File: config.mk
export PLATFORM = sky130hd
export DESIGN_NAME = result_uart_reporter
export DESIGN_NICKNAME = d
export VERILOG_FILES = /design/src/rtl/result_uart_reporter.sv
export SDC_FILE = /design/constraint.sdc
export NUM_CORES = 1
export LEC_CHECK = 0
export ABC_AREA = 1
export CAP_MARGIN = 20
export CELL_PAD_IN_SITES_DETAIL_PLACEMENT = 1
export CELL_PAD_IN_SITES_GLOBAL_PLACEMENT = 2
export CORE_MARGIN = 3
export CORE_UTILIZATION = 40
export CTS_BUF_LIST = sky130_fd_sc_hd__clkbuf_16
export CTS_CLUSTER_SIZE = 16
export DETAILED_ROUTE_END_ITERATION = 16
export PLACE_DENSITY_LB_ADDON = 0.25
export SYNTH_ARGS = -nofsm -noshare
export SYNTH_HDL_FRONTEND = slang
export SYNTH_SLANG_ARGS = --single-unit
File: constraint.sdc
create_clock -name clock -period 2.7 [get_ports clock]
set_input_delay 0.675 -clock clock [delete_from_list [all_inputs] [get_ports clock]]
set_output_delay 0.675 -clock clock [all_outputs]
set_load 0.03 [all_outputs]
File: src/rtl/result_uart_reporter.sv
// result_uart_reporter
//   Captures an (x, y) match coordinate on a rising edge of valid_in,
//   converts both values to ASCII decimal using double-dabble, and sends
//   the frame "XXXX,YYY" plus a terminator as 8N1 UART on TxD.
//
//   Optional build macro: REPORTER_CRLF_EN
//     defined   -> terminator 0x0D 0x0A (10-byte frame)
//     undefined -> terminator 0x0A only (9-byte frame)
//
//   Parameters:
//     CLK_FREQ  system clock in Hz
//     BAUD      UART bit rate; bit period is CLK_FREQ/BAUD cycles (>= 2)
//
//   Ports:
//     clock     system clock, rising edge
//     notReset  asynchronous active-low reset
//     valid_in  result valid; a rising edge starts a report when idle
//     x_in      x coordinate 0..1023
//     y_in      y coordinate 0..511
//     TxD       UART serial output, idle high
//     busy      high from capture until the last stop bit ends
//     done      one-cycle pulse when the frame is finished
module result_uart_reporter #(
   parameter int unsigned CLK_FREQ = 50000000,
   parameter int unsigned BAUD     = 115200
) (
   input  logic       clock,
   input  logic       notReset,
   input  logic       valid_in,
   input  logic [9:0] x_in,
   input  logic [8:0] y_in,
   output logic       TxD,
   output logic       busy,
   output logic       done
);

   localparam int unsigned DIV = CLK_FREQ / BAUD;
   localparam int unsigned CW  = (DIV > 1) ? $clog2(DIV) : 1;

`ifdef REPORTER_CRLF_EN
   localparam logic [3:0] LAST_BYTE = 4'd9;
`else
   localparam logic [3:0] LAST_BYTE = 4'd8;
`endif

   typedef enum logic [1:0] {IDLE, CONVERT, LOAD, SHIFT} state_t;

   state_t        state_q, state_d;
   logic          valid_prev_q, valid_prev_d;
   logic [9:0]    x_bin_q, x_bin_d;
   logic [15:0]   x_bcd_q, x_bcd_d;
   logic [9:0]    y_bin_q, y_bin_d;
   logic [11:0]   y_bcd_q, y_bcd_d;
   logic [3:0]    conv_cnt_q, conv_cnt_d;
   logic [3:0]    byte_idx_q, byte_idx_d;
   logic [3:0]    bit_idx_q, bit_idx_d;
   logic [CW-1:0] baud_cnt_q, baud_cnt_d;
   logic [9:0]    shreg_q, shreg_d;
   logic          txd_q, txd_d;
   logic          busy_q, busy_d;
   logic          done_q, done_d;

   logic [15:0]   x_adj;
   logic [11:0]   y_adj;
   logic [3:0]    load_idx;
   logic [7:0]    load_byte;

   // add-3 correction on every BCD digit that is 5 or more
   function automatic logic [15:0] adj_x(input logic [15:0] bcd);
      logic [15:0] r;
      r = bcd;
      for (int unsigned i = 0; i < 4; i++) begin
         if (r[4*i +: 4] >= 4'd5) r[4*i +: 4] = r[4*i +: 4] + 4'd3;
      end
      return r;
   endfunction

   function automatic logic [11:0] adj_y(input logic [11:0] bcd);
      logic [11:0] r;
      r = bcd;
      for (int unsigned i = 0; i < 3; i++) begin
         if (r[4*i +: 4] >= 4'd5) r[4*i +: 4] = r[4*i +: 4] + 4'd3;
      end
      return r;
   endfunction

   assign x_adj = adj_x(x_bcd_q);
   assign y_adj = adj_y(y_bcd_q);

   // The byte to load: the current index when entering from CONVERT,
   // the following index when chaining directly out of a stop bit.
   always_comb begin
      load_idx  = (state_q == LOAD) ? byte_idx_q : byte_idx_q + 4'd1;
      load_byte = 8'h0A;
      case (load_idx)
         4'd0: load_byte = {4'h3, x_bcd_q[15:12]};
         4'd1: load_byte = {4'h3, x_bcd_q[11:8]};
         4'd2: load_byte = {4'h3, x_bcd_q[7:4]};
         4'd3: load_byte = {4'h3, x_bcd_q[3:0]};
         4'd4: load_byte = 8'h2C;
         4'd5: load_byte = {4'h3, y_bcd_q[11:8]};
         4'd6: load_byte = {4'h3, y_bcd_q[7:4]};
         4'd7: load_byte = {4'h3, y_bcd_q[3:0]};
`ifdef REPORTER_CRLF_EN
         4'd8: load_byte = 8'h0D;
         4'd9: load_byte = 8'h0A;
`else
         4'd8: load_byte = 8'h0A;
`endif
         default: load_byte = 8'h0A;
      endcase
   end

   always_comb begin
      state_d      = state_q;
      valid_prev_d = valid_in;
      x_bin_d      = x_bin_q;
      x_bcd_d      = x_bcd_q;
      y_bin_d      = y_bin_q;
      y_bcd_d      = y_bcd_q;
      conv_cnt_d   = conv_cnt_q;
      byte_idx_d   = byte_idx_q;
      bit_idx_d    = bit_idx_q;
      baud_cnt_d   = baud_cnt_q;
      shreg_d      = shreg_q;
      txd_d        = txd_q;
      busy_d       = busy_q;
      done_d       = 1'b0;

      case (state_q)
         IDLE: begin
            txd_d = 1'b1;
            if (valid_in && !valid_prev_q) begin
               x_bin_d    = x_in;
               y_bin_d    = {1'b0, y_in};
               x_bcd_d    = '0;
               y_bcd_d    = '0;
               conv_cnt_d = '0;
               busy_d     = 1'b1;
               state_d    = CONVERT;
            end
         end
         CONVERT: begin
            x_bcd_d    = {x_adj[14:0], x_bin_q[9]};
            x_bin_d    = {x_bin_q[8:0], 1'b0};
            y_bcd_d    = {y_adj[10:0], y_bin_q[9]};
            y_bin_d    = {y_bin_q[8:0], 1'b0};
            conv_cnt_d = conv_cnt_q + 4'd1;
            if (conv_cnt_q == 4'd9) state_d = LOAD;
         end
         LOAD: begin
            shreg_d    = {1'b1, load_byte, 1'b0};
            bit_idx_d  = '0;
            baud_cnt_d = '0;
            txd_d      = 1'b0;
            state_d    = SHIFT;
         end
         SHIFT: begin
            if (baud_cnt_q == CW'(DIV - 1)) begin
               baud_cnt_d = '0;
               if (bit_idx_q == 4'd9) begin
                  if (byte_idx_q == LAST_BYTE) begin
                     done_d     = 1'b1;
                     busy_d     = 1'b0;
                     txd_d      = 1'b1;
                     byte_idx_d = '0;
                     state_d    = IDLE;
                  end else begin
                     // next byte is loaded here rather than via LOAD so the
                     // start bit follows the stop bit with no gap
                     byte_idx_d = byte_idx_q + 4'd1;
                     shreg_d    = {1'b1, load_byte, 1'b0};
                     bit_idx_d  = '0;
                     txd_d      = 1'b0;
                  end
               end else begin
                  bit_idx_d = bit_idx_q + 4'd1;
                  txd_d     = shreg_q[bit_idx_q + 4'd1];
               end
            end else begin
               baud_cnt_d = baud_cnt_q + CW'(1);
            end
         end
         default: state_d = IDLE;
      endcase
   end

   always_ff @(posedge clock or negedge notReset) begin
      if (!notReset) begin
         state_q      <= IDLE;
         valid_prev_q <= 1'b0;
         x_bin_q      <= '0;
         x_bcd_q      <= '0;
         y_bin_q      <= '0;
         y_bcd_q      <= '0;
         conv_cnt_q   <= '0;
         byte_idx_q   <= '0;
         bit_idx_q    <= '0;
         baud_cnt_q   <= '0;
         shreg_q      <= '1;
         txd_q        <= 1'b1;
         busy_q       <= 1'b0;
         done_q       <= 1'b0;
      end else begin
         state_q      <= state_d;
         valid_prev_q <= valid_prev_d;
         x_bin_q      <= x_bin_d;
         x_bcd_q      <= x_bcd_d;
         y_bin_q      <= y_bin_d;
         y_bcd_q      <= y_bcd_d;
         conv_cnt_q   <= conv_cnt_d;
         byte_idx_q   <= byte_idx_d;
         bit_idx_q    <= bit_idx_d;
         baud_cnt_q   <= baud_cnt_d;
         shreg_q      <= shreg_d;
         txd_q        <= txd_d;
         busy_q       <= busy_d;
         done_q       <= done_d;
      end
   end

   assign TxD  = txd_q;
   assign busy = busy_q;
   assign done = done_q;

endmodule

==> results of run 1 <==
## final cells by class
class | instances | share of cell area (%)
Multi-Input combinational cell | 385 | 41.7
Clock buffer | 9 | 4.07
Clock inverter | 7 | 1.56
Timing Repair Buffer | 29 | 5.65
Tap cell | 143 | 3.23
Inverter | 97 | 6.58
Sequential cell | 82 | 37.2
## worst min path at each step
stage | startpoint | endpoint | slack (ps)
floorplan | notReset | baud_cnt_q[0] | 380
global placement | shreg_q[7] | shreg_q[7] | 460
detailed placement | shreg_q[1] | shreg_q[1] | 460
CTS | notReset | baud_cnt_q[6] | 260
global route | notReset | baud_cnt_q[6] | 290
finish | notReset | baud_cnt_q[6] | 250
## per-layer routing
layer / share of wire, % / global-route usage (%) / wire length [um] / vias to the layer above
met5: 0 / 0 / 0 / -
met4: 2.0 / 9.28 / 243 / 0
met3: 2.6 / 3.06 / 306 / 16
met2: 49 / 32.3 / 5820 / 39
met1: 46 / 24.6 / 5520 / 2003
li1: - / - / - / 2007
## through the flow
| step | cell area [sq um] | utilization [%] | hold slack [ps] |
|---|---|---|---|
| 6_report | 5540 | 47.5 | 253 |
| 5_1_grt | 5540 | 47.5 | 288 |
| 4_1_cts | 5540 | 47.5 | 258 |
| 3_5_place_dp | 5230 | 44.8 | 461 |
| 3_3_place_gp | 5230 | 44.8 | 455 |
| 2_1_floorplan | 4860 | - | 379 |
## registers in the layout (all words and copies together), names as in the netlist, 2 cells and up
name        cells
baud_cnt_q      9
x_bcd_q        16
x_bin_q        10
state_q         2
y_bcd_q        12
conv_cnt_q      4
shreg_q         7
byte_idx_q      4
bit_idx_q       4
y_bin_q        10
## kinds of logic (layout without fill, tap and decap cells)
kind of cell | after synthesis | in the layout | share of synthesized area, %
buffers and inverters | 117 | 142 | 10.1
DFF | 82 | 82 | 42.4
adders and majority gates | 27 | 27 | 6.95
AOI/OAI and AO/OA | 120 | 120 | 15.6
and+or+nand+nor | 221 | 221 | 21.9
xor gates and xnor gates | 17 | 17 | 3.06
## power by group through the flow
stage | Clock [mW] | Sequential (mW) | Combinational, mW
CTS | 1.35 | 1.23 | 0.0628
global route | 1.40 | 1.23 | 0.0674
detailed placement | 0 | 1.25 | 0.0624
global placement | 0 | 1.25 | 0.0623
finish | 1.31 | 1.23 | 0.0596
floorplan | 0 | 1.25 | 0.000679
## cell usage after synthesis (14+ instances only)
master,count,area share [%]
a21oi_1,15,1.5
dfrtp_1,74,38
ha_1,27,7.0
inv_1,86,6.6
nand2_1,81,6.3
nand3_1,26,2.7
nand4_1,33,4.2
nor2_1,54,4.2
o211ai_1,15,2.3
o21ai_0,47,4.8
o22ai_1,19,2.4
o32ai_1,16,2.9
xor2_1,14,2.5
## critical path, cell delays in order, from the launching register on
cell and delay (ps):
dfrtp_1 400, inv_1 150, ha_1 440, inv_2 110, nand3_1 120, nand2_2 180, inv_2 290, nand4_1 150
nand2_1 110, nor2_1 50, nand2_1 70, nand2_1 60, nand2_1 60
==> reports/qor.yml, run 1 <==
synth_nets: 633
r2r_setup_slack_ps: 460
hold_buffers: 0
multi_input_area_sq_um: 2310
syn_to_final_growth_pct: 14.0
min_period_ps: 2240
p_total_mw: 2.60
place_inst: 736
fill_cells: 1383
crit_type: "reg -> reg"
r2r-end: "shreg_q[1]"
p_seq_share_pct: 47.3
end_kind: "flop"
crit_end: "shreg_q[1]"
seqCellArea_sq_um: 2060
cts-root-buf: "clkbuf_16"
drv_cap: 0
cp-start-kind: "flop"
p_clk_share_pct: 50.4
syn_inst: 584
yosysWarnings: 0
timing.rr.start: "state_q[0]"
dieArea_sq_um: 13500
cts_max_level: 3
netlist_area_sq_um: 4860
final_cells: 752
synth-seq-cells: 82
hold_path.class: "in -> async"
critPathRequiredTime_ps: 2990
cp_max_fo: 16
p_int_mw: 2.06
drtIter0Drc: 152
dr.pass1.iters: 4
fin_skew_ps: 7.18
drive_gt1_share_pct: 10.7
numCtsBuffers: 9
io_buffers: 24
post-place-ws_ps: 303
max_freq_mhz: 446
grt_max_degree: 56
cts_tree: "yes"
mostFrequentLayoutCell: "inv_1"
avgSynthCellArea_sq_um: 8.32
grt_use_total_pct: 19.4
hold_viol: 0
cts_resized: 0
rsz0062_at_grt: "false"
synth_edf_count: 0
synth_cell_types: 41
p_leak_nw: 2.70
cts.sinks: 82
detail_route.wl_per_cell_um: 15.8
cts_max_path_buffers: 2
rr_worst_depth: 12
setup_slack_ps: 457
die_w_um: 116
path_clk_slew_ps: 60
powerDensity_nw_per_um2: 470
n_antenna_cell: 0
fin_setup_tns_ps: 0
yosysSeqAreaShare_pct: 42.4
core_area_sq_um: 11700
relSlewSlack_pct: 64.6
worst_pin_slew_ps: 529
grt_pass1_vias: 4368
crit_start: "state_q[0]"
insertion_delay_ps: 350
vias: 4065
mostFrequentLayoutCells: "inv_1 (88), nand2_1 (81), dfrtp_1 (74)"
fin_nets: 653
rows: 39
setup_viol: 0
arrival_ps: 2540
drv_slew: 0
gp_congestion: 0.806
irDropWorstVdd_mv: 0.214
grt_pass1_wl_mm: 20.8
status: "complete, no violations"
synth-main-ff-cell: "dfrtp_1"
postCtsSetupBuffers: 0
vias_per_cell: 5.41
drc: 0
p_switching_mw: 0.540
ios: 25
die_h_um: 116
overflow: 0
grt_antenna_before_repair: 0
p_comb_share_pct: 2.3
antenna_left: 0
post-dp-hpwl_mm: 8.26
swShare_pct: 20.7
async_reset_ff_share_pct: 100
period_share_pct: 83.1
drt-total-wl_mm: 11.9
start_util_pct: 41.7
Power figures use the tool's default switching activity.
==> run 2: changes to the inputs <==
--- a/config.mk
+++ b/config.mk
@@ -10,7 +10,7 @@
 export CELL_PAD_IN_SITES_DETAIL_PLACEMENT = 1
 export CELL_PAD_IN_SITES_GLOBAL_PLACEMENT = 2
 export CORE_MARGIN = 3
-export CORE_UTILIZATION = 40
+export CORE_UTILIZATION = 33
 export CTS_BUF_LIST = sky130_fd_sc_hd__clkbuf_16
 export CTS_CLUSTER_SIZE = 16
 export DETAILED_ROUTE_END_ITERATION = 16
==> constraint.sdc (replaced) <==
create_clock -name clock -period 1.8 [get_ports clock]
set_input_delay 0.45 -clock clock [delete_from_list [all_inputs] [get_ports clock]]
set_output_delay 0.45 -clock clock [all_outputs]
set_load 0.03 [all_outputs]
==> reports/qor.yml, run 2 (same netlist as run 1, synthesis figures left out) <==
status: "complete, no violations"  # unchanged
overflow: 0  # unchanged
drtIter0Drc: 182  # was 152
antenna_left: 0  # unchanged
critPathRequiredTime_ps: 2090  # was 2990 ps
post-place-ws_ps: -178  # was 303 ps
worst_pin_slew_ps: 374  # was 529 ps
path_clk_slew_ps: 60  # about the same
place_inst: 805  # was 736
r2r-end: "shreg_q[3]"  # was shreg_q[1]
crit_type: "reg -> reg"  # unchanged
grt_antenna_before_repair: 0  # unchanged
cts_max_path_buffers: 2  # unchanged
utilization_pct: 43.0  # was 47.5%
cp_max_fo: 8  # was 16
detail_route.wl_per_cell_um: 15.4  # was 15.8 um
max_freq_mhz: 559  # was 446 MHz
place_area_sq_um: 5550  # was 5230 sq um
setup_viol: 0  # unchanged
rsz0062_at_grt: "true"  # was false
grt_pass1_vias: 4522  # was 4368
dieArea_sq_um: 16200  # was 13500 sq um
period_share_pct: 99.3  # was 83.1%
drv_slew: 0  # unchanged
grt_max_degree: 42  # was 56
arrival_ps: 2080  # was 2540 ps
io_buffers: 24  # unchanged
rows: 43  # was 39
dr.pass1.iters: 4  # unchanged
mostFrequentLayoutCells: "inv_1 (82), nand2_1 (80), dfrtp_1 (73)"  # was inv_1 (88), nand2_1 (81), dfrtp_1 (74)
regMostFlops: "x_bcd_q"  # unchanged
timing.rr.start: "byte_idx_q[1]"  # was state_q[0]
drt-total-wl_mm: 12.8  # was 11.9 mm
cts_max_level: 3  # unchanged
powerDensity_nw_per_um2: 638  # was 470 nW/um^2
stdcell_area_sq_um: 6080  # was 5540 sq um
setup_slack_ps: 11.7  # was 457 ps
cp-start-kind: "flop"  # unchanged
p_leak_nw: 2.93  # was 2.70 nW
drive_gt1_share_pct: 19.5  # was 10.7%
relSlewSlack_pct: 75.1  # was 64.6%
irDropWorstVdd_mv: 0.491  # was 0.214 mV
biggestRegsByFlops: "x_bcd_q x16, y_bcd_q x12"  # unchanged
largest_reg_flops: 16  # unchanged
hold_path.class: "in -> async"  # unchanged
min_period_ps: 1790  # was 2240 ps
hold_viol: 0  # unchanged
post-dp-hpwl_mm: 9.14  # was 8.26 mm
grt_use_total_pct: 16.7  # was 19.4%
die_h_um: 127  # was 116 um
cts.sinks: 82  # unchanged
fin_skew_ps: 5.64  # was 7.18 ps
cts_tree: "yes"  # unchanged
core_area_sq_um: 14100  # was 11700 sq um
gp_congestion: 0.811  # was 0.806
end_kind: "flop"  # unchanged
insertion_delay_ps: 350  # about the same
r2r_setup_slack_ps: 10  # was 460 ps
vias_per_cell: 5.04  # was 5.41
syn_to_final_growth_pct: 25.1  # was 14.0%
cts-root-buf: "clkbuf_16"  # unchanged
vias: 4171  # was 4065
fin_nets: 693  # was 653
ios: 25  # unchanged
start_util_pct: 34.3  # was 41.7%
drc: 0  # unchanged
numCtsBuffers: 9  # unchanged
fin_setup_tns_ps: 0  # unchanged
drv_cap: 0  # unchanged
final_cells: 827  # was 752
die_w_um: 127  # was 116 um
mostFrequentLayoutCell: "inv_1"  # unchanged
grt_pass1_wl_mm: 22.1  # was 20.8 mm
n_antenna_cell: 0  # unchanged
rr_worst_depth: 12  # unchanged
-- run 2: changes by cell type in the layout (fill, tap and decap cells not counted), sizes merged --
cell	before	now
clkbuf	9	10
inv	98	96
clkdlybuf4s50	23	20
dlygate4sd2	0	3
buf	6	45
clkinv	4	3
clkinvlp	0	1
-- run 2: critical path, cell delays in order, from the launching register on --
cell	delay, ps
dfrtp_1	390
inv_2	70
ha_4	270
inv_2	50
o21ai_4	190
inv_2	90
nor2_4	220
nand4_1	120
nand2_1	110
nor2_2	50
nand2_1	80
nand2_1	60
nand2_1	50
-- run 2: final cells by class --
| class | count | area, sq um |
|---|---|---|
| clock buffer | 9 | 225 |
| multi-input combinational | 385 | 2440 |
| clock inverter | 5 | 72.6 |
| inverter | 97 | 373 |
| fill | 1676 | 8070 |
| tap | 180 | 225 |
| sequential | 82 | 2060 |
| timing repair buffer | 69 | 679 |
-- run 2: metal layers --
layer | global-route usage, % | routed length [um]
met1 | 21.5 | 5880
met2 | 28.2 | 6360
met3 | 3.22 | 274
met4 | 5.62 | 250
met5 | 0 | 0
-- run 2: worst max-delay path by stage --
| stage | from | end | slack, ps | depth (start not counted) |
|---|---|---|---|---|
| after floorplan | byte_idx_q[0] | shreg_q[2] | 150 | 10 |
| after detailed placement | valid_in | y_bcd_q[6] | -180 | 6 |
| after CTS | byte_idx_q[1] | shreg_q[1] | -10 | 12 |
| after global placement | valid_in | x_bcd_q[6] | -90 | 6 |
| after global routing | state_q[0] | shreg_q[3] | -160 | 12 |
| final | byte_idx_q[1] | shreg_q[3] | 10 | 12 |
-- run 2: power by group --
| group | internal [mW] | switching [mW] | leakage [nW] |
|---|---|---|---|
| clock | 1.19 | 0.753 | 0.150 |
| sequential | 1.85 | 0.00112 | 0.849 |
| combinational | 0.0464 | 0.0461 | 1.93 |
-- run 2: stage by stage --
step                total power, mW  hold WS [ps]
floorplan                      1.88           154
global placement               1.98           400
detailed placement             1.98           400
CTS                            3.96          18.9
global route                   4.02          26.9
finish                         3.88          22.8
-- run 2: repair_timing --
action | in CTS | in global routing
resized for setup | 11 | 27
cloned | 0 | 1
endpoints found under the setup margin | 16 | 43
hold endpoints to repair | 0 | 0
pin swaps | 1 | 19
hold buffers | 0 | 0
buffers inserted | 0 | 7
==> run 3: changes to the inputs <==
--- a/config.mk
+++ b/config.mk
@@ -14,7 +14,7 @@
 export CTS_BUF_LIST = sky130_fd_sc_hd__clkbuf_16
 export CTS_CLUSTER_SIZE = 16
 export DETAILED_ROUTE_END_ITERATION = 16
-export PLACE_DENSITY_LB_ADDON = 0.25
+export PLACE_DENSITY = 0.77
 export SYNTH_ARGS = -nofsm -noshare
 export SYNTH_HDL_FRONTEND = slang
 export SYNTH_SLANG_ARGS = --single-unit
==> reports/qor.yml, run 3 (same netlist as run 1, synthesis figures left out) <==
arrival_ps: 2020  # was 2080 ps
largest_reg_flops: 16  # unchanged
antenna_left: 0  # unchanged
irDropWorstVdd_mv: 0.403  # was 0.491 mV
rsz0062_at_grt: "true"  # unchanged
numCtsBuffers: 9  # unchanged
drt-total-wl_mm: 12.9  # was 12.8 mm
cp_max_fo: 4  # was 8
vias_per_cell: 5.07  # was 5.04
worst_pin_slew_ps: 400  # was 374 ps
fill_cells: 1687  # was 1676
max_freq_mhz: 562  # was 559 MHz
cpMaxStageDelayCell: "dfrtp_1"  # unchanged
grt_max_degree: 45  # was 42
detail_route.wl_per_cell_um: 15.4  # about the same
ios: 25  # unchanged
multi_input_area_sq_um: 2470  # was 2440 sq um
overflow: 0  # unchanged
n_antenna_cell: 0  # unchanged
cts_tree: "yes"  # unchanged
cts_max_level: 3  # unchanged
seqCellArea_sq_um: 2070  # was 2060 sq um
crit_start: "state_q[1]"  # was byte_idx_q[1]
dr.pass1.iters: 4  # unchanged
fin_skew_ps: 8.64  # was 5.64 ps
min_period_ps: 1780  # was 1790 ps
path_clk_slew_ps: 70  # was 60 ps
die_h_um: 127  # unchanged
end_kind: "flop"  # unchanged
mostFrequentLayoutCell: "inv_1"  # unchanged
path_buf_inv: 2  # was 3
cts.sinks: 82  # unchanged
crit_top_cell: "nand2_2"  # was nand2_1
syn_to_final_growth_pct: 27.0  # was 25.1%
hold_path.class: "in -> async"  # unchanged
post-dp-hpwl_mm: 8.97  # was 9.14 mm
status: "complete, no violations"  # unchanged
insertion_delay_ps: 350  # about the same
biggestRegsByFlops: "x_bcd_q x16, y_bcd_q x12"  # unchanged
regMostFlops: "x_bcd_q"  # unchanged
cts-root-buf: "clkbuf_16"  # unchanged
drv_slew: 0  # unchanged
fin_setup_tns_ps: 0  # unchanged
timing.rr.start: "state_q[1]"  # was byte_idx_q[1]
grt_antenna_before_repair: 0  # unchanged
powerDensity_nw_per_um2: 589  # was 638 nW/um^2
period_share_pct: 98.8  # was 99.3%
crit_path_cell_trace: "buf_6 > clkinvlp_4 > ha_4 > o21ai_4 > nand2_2 > nor3_4 > nand2_2 > nor3_2 > a21oi_1"  # was inv_2 > ha_4 > inv_2 > o21ai_4 > inv_2 > nor2_4 > nand4_1 > nand2_1 > nor2_2 > nand2_1 > nand2_1 > nand2_1
start_util_pct: 34.3  # unchanged
mostFrequentLayoutCells: "inv_1 (81), nand2_1 (76), dfrtp_1 (71)"  # was inv_1 (82), nand2_1 (80), dfrtp_1 (73)
relSlewSlack_pct: 73.3  # was 75.1%
p_leak_nw: 2.96  # was 2.93 nW
hold_viol: 0  # unchanged
setup_viol: 0  # unchanged
p_total_mw: 3.64  # was 3.88 mW
grt_pass1_vias: 4319  # was 4522
drc: 0  # unchanged
gp_congestion: 0.783  # was 0.811
grt_use_total_pct: 16.0  # was 16.7%
critical-path-max-stage-delay_ps: 410  # was 390 ps
rows: 43  # unchanged
dieArea_sq_um: 16200  # unchanged
core_area_sq_um: 14100  # unchanged
io_buffers: 24  # unchanged
crit_type: "reg -> reg"  # unchanged
fin_nets: 701  # was 693
drive_gt1_share_pct: 22.1  # was 19.5%
vias: 4243  # was 4171
drv_cap: 0  # unchanged
path_delay_family: "simple AND/OR/NAND/NOR gates"  # unchanged
drtIter0Drc: 149  # was 182
die_w_um: 127  # unchanged
critPathRequiredTime_ps: 2040  # was 2090 ps
cts_max_path_buffers: 2  # unchanged
grt_pass1_wl_mm: 21.1  # was 22.1 mm
cp-start-kind: "flop"  # unchanged
run 3: changes by cell type in the layout (fill, tap and decap cells not counted), moves of 3 or more:
cell,delta
buf_4,+5
o21ai_0,-3
nand2_1,-4
nand2_2,+3
run 3: area by class of cell:
| type | count | area share (%) |
|---|---|---|
| clock buffer | 9 | 3.65 |
| clock inverter | 7 | 0.649 |
| inverter | 97 | 6.18 |
| multi-input combinational | 385 | 40.0 |
| sequential | 82 | 33.5 |
| tap | 180 | 3.65 |
| timing repair buffer | 77 | 12.4 |
run 3: routing by layer:
metal,up-vias,GRT usage [%],part of all wire (%)
met4,0,6.69,1.9
met2,32,25.9,49
met5,-,0,0
met1,2100,21.5,47
met3,15,2.55,1.9
li1,2096,-,-
run 3: per-stage QoR:
| stage | setup WS, ps | area, sq um | std cells | hold slack, ps | util (%) |
|---|---|---|---|---|---|
| after floorplan | 147 | 4860 | 584 | 154 | - |
| after global placement | -129 | 5560 | 807 | 402 | 39.3 |
| after detailed placement | -170 | 5560 | 807 | 415 | 39.3 |
| after CTS | -39.9 | 5880 | 824 | 35.3 | 41.6 |
| after global routing | -81.5 | 6170 | 837 | 48.2 | 43.6 |
| final | 21.7 | 6170 | 837 | 19.2 | 43.6 |
run 3: final timing paths:
check	to	slack, ps	cells after the start
worst min-delay path	baud_cnt_q[6]	20	1
worst max register to register	state_q[0]	20	9
worst max-delay path	state_q[0]	20	9
min in group clock	shreg_q[7]	470	2
worst min register to register	shreg_q[7]	470	2
max in group asynchronous	shreg_q[4]	1210	2
run 3: report_power, final:
part           switching, mW  leakage [nW]  internal [mW]
Sequential          0.000981         0.847           1.84
Clock                  0.778         0.131          0.920
Combinational         0.0471          1.98         0.0479
run 3: what timing repair did:
action	4_1_cts	5_1_grt
cloned	0	1
resized for setup	15	46
hold buffers	0	0
endpoints found under the setup margin	28	54
pin swaps	8	28
setup buffers	1	12
